--- src/rtl/shared_bv_gather.sv ---
// Boolean-shared bit-vector gather: joins NUM_PARTS narrow parts into one
// wide registered word per share, with a valid/ready handshake on each side.
module shared_bv_gather #(
   parameter int NUM_SHARES = 2,
   parameter int PART_WIDTH = 15,
   parameter int NUM_PARTS  = 2,
   parameter int HIGH_FIRST = 0,
   localparam int BIT_WIDTH = NUM_PARTS * PART_WIDTH,
   localparam int CW        = $clog2(NUM_PARTS + 1)
) (
   input  logic                                   in_clock,
   input  logic                                   in_reset,
   input  logic                                   in_valid,
   output logic                                   in_ready,
   input  logic [NUM_SHARES-1:0][PART_WIDTH-1:0]  in_part,
   output logic                                   out_valid,
   input  logic                                   out_ready,
   output logic [NUM_SHARES-1:0][BIT_WIDTH-1:0]   out_b,
   output logic [CW-1:0]                          out_count
);

   typedef enum logic {
      COLLECT = 1'b0,
      FULL    = 1'b1
   } state_t;

   state_t                                 r_state;
   state_t                                 w_state_nxt;
   logic [NUM_SHARES-1:0][BIT_WIDTH-1:0]   r_data;
   logic [NUM_SHARES-1:0][BIT_WIDTH-1:0]   w_data_nxt;
   logic [CW-1:0]                          r_count;
   logic [CW-1:0]                          w_count_nxt;
   logic [CW-1:0]                          w_k;
   int                                     w_slot;
   logic                                   w_part_xfer;
   logic                                   w_word_xfer;

   initial begin
      assert (NUM_PARTS >= 2 && NUM_PARTS <= 16);
   end

   // Ready depends only on state and out_ready, never on in_valid.
   assign in_ready    = (r_state == COLLECT) | out_ready;
   assign out_valid   = (r_state == FULL);
   assign w_part_xfer = in_valid & in_ready;
   assign w_word_xfer = out_valid & out_ready;
   assign out_b       = r_data;
   assign out_count   = r_count;

   always_comb begin
      w_state_nxt = r_state;
      w_data_nxt  = r_data;
      w_count_nxt = r_count;
      w_k         = r_count;
      w_slot      = 0;

      // A consumed word is wiped so its shares are never shown again.
      if (w_word_xfer) begin
         w_state_nxt = COLLECT;
         w_data_nxt  = '0;
         w_count_nxt = '0;
         w_k         = '0;
      end

      if (HIGH_FIRST != 0)
         w_slot = NUM_PARTS - 1 - int'(w_k);
      else
         w_slot = int'(w_k);

      if (w_part_xfer) begin
         for (int s = 0; s < NUM_SHARES; s++) begin
            w_data_nxt[s][w_slot*PART_WIDTH +: PART_WIDTH] = in_part[s];
         end
         w_count_nxt = w_k + CW'(1);
         if (w_k == CW'(NUM_PARTS - 1))
            w_state_nxt = FULL;
      end
   end

   always_ff @(posedge in_clock) begin
      if (!in_reset) begin
         r_state <= COLLECT;
         r_data  <= '0;
         r_count <= '0;
      end else begin
         r_state <= w_state_nxt;
         r_data  <= w_data_nxt;
         r_count <= w_count_nxt;
      end
   end

endmodule

--- config.mk ---
export PLATFORM = sky130hd
export DESIGN_NAME = shared_bv_gather
export DESIGN_NICKNAME = d
export VERILOG_FILES = /design/src/rtl/shared_bv_gather.sv
export SDC_FILE = /design/constraint.sdc
export NUM_CORES = 1
export LEC_CHECK = 0
export ABC_AREA = 1
export BUFFER_PORTS_ARGS = -buffer_cell sky130_fd_sc_hd__buf_2
export CORE_MARGIN = 4
export CORE_UTILIZATION = 35
export DETAILED_ROUTE_END_ITERATION = 8
export PLACE_DENSITY = 0.57
export SLEW_MARGIN = 30
export SYNTH_ARGS = -nofsm -noshare
export SYNTH_HDL_FRONTEND = slang
export SYNTH_SLANG_ARGS = --single-unit
--- constraint.sdc ---
create_clock -name in_clock -period 2.1 [get_ports in_clock]
set_input_delay 0.42 -clock in_clock [delete_from_list [all_inputs] [get_ports in_clock]]
set_output_delay 0.42 -clock in_clock [all_outputs]
set_load 0.1 [all_outputs]
==> impl_metrics.csv <==
group,metric,value,unit
hold_path,holdCritPathClass,"in2reg",
worst_setup_path,cp_slowest_cell,"dfxtp_4",
global_route,grt_pass1_wl,13900,um
timing,final.setup.tns,0,ps
timing,worstMarginPinSlew,538,ps
synthesis,synth_nets,436,
run_status,status,"completed",
synthesis,netlist.area_leader.share,0.453,
global_route,grt_max_degree,50,
clock_tree,cts_tree,"yes",
clock_tree,cts_root_buf,"clkbuf_8",
synthesis,ys.warnings.count,0,
placement,hpwlAfterDp,5650,um
placement,portBuffers,97,
timing,max-slew-margin-rel,0.641,
floorplanning,start_util,0.361,
global_route,antenna_found_initial,0,
routing,via_count,2940,
placement,place_ws,145,ps
finish,final_common_cell,"nand2_1",
synthesis,synth_area_leaders,"dfxtp_1 (45%), nand2_1 (17%), nand3_1 (11%), nand4_1 (6.7%), a21oi_1 (6.1%)",
pwr,p_leak,1.70,nW
routing,wl_per_cell,14.4,um
worst_setup_path,crit_fanout,20,
finish,fin_nets,523,
global_route,gr-total-overflow,0,
synthesis,syn_area,2790,um^2
timing,period_share,0.831,
pwr,p_seq_frac,0.384,
timing,max_freq,573,MHz
job,cap_violations,0,
worst_setup_path,critPathMostFrequentCell,"nand2_1",
finish,final_area,3580,um^2
worst_setup_path,required,2370,ps
routing,postRouteAntennaNets,0,
worst_setup_path,crit_chain,"nand2_2, nand2_1, ha_1, inv_1, nor2_2, buf_4, nand3_1, nand2_1, nand2_1, nor2_1",
clock_tree,postCtsSetupBuffers,0,
clock_tree,cts_sinks,63,
timing,hold_violations,0,
finish,antenna_cells,0,
worst_setup_path,arrival,2020,ps
pwr,vdd_drop_max,0.000388,V
timing,post-route-min-period,1750,ps
pwr,p_int,2.06,mW
clock_tree,clock_latency,340,ps
timing,clock-skew-final,6.80,ps
timing,worst_slack,354,ps
floorplanning,die_y,97.2,um
clock_tree,clk_pin_slew_worst_paths,70,ps
finish,drive_gt1_frac,0.290,
worst_setup_path,crit_path_end_kind,"register",
routing,dr.pass1.iters,4,
synthesis,ys_ff_latch,63,
pwr,swShare,0.394,
finish,instances_no_fill,592,
synthesis,syn_area_per_cell,7.00,um^2
routing,drt-initial-drc-count,140,
pwr,clkPwrFrac,0.309,
clock_tree,htree_num_levels,3,
timing,rsz0062_at_grt,"false",
pwr,powerDensity,949,nW/um^2
worst_setup_path,slowest_delay,360,ps
global_route,grt_pass1_vias,2649,
routing,vias_per_cell,4.97,
clock_tree,post_cts_resized,0,
routing,drc,0,
pwr,comb_power_share,0.307,
pwr,total_power,3.40,mW
worst_setup_path,critPathKind,"reg2reg",
finish,final_cell_mix,"nand2_1 (124), buf_2 (97), nand3_1 (61), dfxtp_1 (60), a21oi_1 (33)",
floorplanning,core,7730,um^2
clock_tree,cts.hold.buffers_added,0,
synthesis,ys_seq_area_frac,0.453,
placement,place_congestion,0.781,
timing,setup_violations,0,
floorplanning,num_rows,32,
routing,routed_wirelength,8540,um
pwr,p_switching,1.34,mW
clock_tree,numCtsBuffers,9,
clock_tree,clock_path_buffers,2,
floorplanning,die_w,97.2,um
global_route,grt_util_all_layers,0.179,
placement,place_area,3380,um^2
synthesis,yosys.cell_types.count,15,
finish,syn_to_final_growth,28.6,%
synthesis,synthCells,398,
worst_setup_path,startpoint_type,"register",
floorplanning,ios,98,
timing,drv_slew,0,
synthesis,yosys.area.top_type,"dfxtp_1",
floorplanning,die_area,9450,um^2
placement,placedCellCount,576,
## state kept, by name, summed over array words and instances, names as in the netlist
name,cells
out_b,60
out_count,2
out_valid,1
## cells in the mapped netlist, drive strengths merged
cell type and count:
nand3 61, ha 4, nand4 30, dfxtp 63, inv 8, a21oi 34, o21ai 1, nand2 128
buf 23, nor2 33, clkbuf 13
## path summary, 6_finish.rpt
kind,slack [ps],from,cells after the start,end
setup reg to reg,350,out_valid,10,out_b[16]
hold reg to reg,480,out_b[44],2,out_b[44]
hold / removal,340,in_reset,3,out_count[1]
setup / recovery,350,out_valid,10,out_b[16]
## critical path, delay by kind of cell, from the launching register on
family	cells	cell delay, ps
and+or+nand+nor	7	650
DFF	1	360
adders and majority gates	1	360
buffers and inverters	2	320
## power groups by stage
stage	clock network, mW	registers (mW)	logic (mW)
global placement	0	1.33	1.04
finish	1.05	1.31	1.04
detailed placement	0	1.33	1.05
global route	1.14	1.32	1.11
CTS	1.08	1.31	1.05
floorplan	0	1.86	0.300
## cell families after synthesis
| group | share of synthesized area |
|---|---|
| AND/OR/NAND/NOR | 0.398 |
| buffers and inverters | 0.0683 |
| AO/OA/AOI/OAI | 0.0629 |
| flip-flops | 0.453 |
| adder cells (fa/ha/maj) | 0.0180 |
## cell type report
class	instances	area [um^2]
multi-input cells	291	1340
repair buffers	112	611
well taps	102	128
flip-flops and latches	63	1270
clock inverters	2	10.0
clock buffers	14	194
inverters	8	30.0
fillers	829	4140
## per-layer routing
metal	track usage	vias to the layer above	part of all wire
met2	0.277	87	0.47
li1	-	1493	-
met4	0.0351	0	0.0032
met1	0.240	1358	0.45
met3	0.0696	2	0.076
met5	0	-	0
## per-stage QoR
stage / hold slack, ps / utilization
final: 336 / 0.464
after detailed placement: 472 / 0.437
after global routing: 350 / 0.464
after global placement: 471 / 0.437
after CTS: 329 / 0.464
after floorplan: 550 / -
Note: power is estimated with default switching activity, not from simulation.
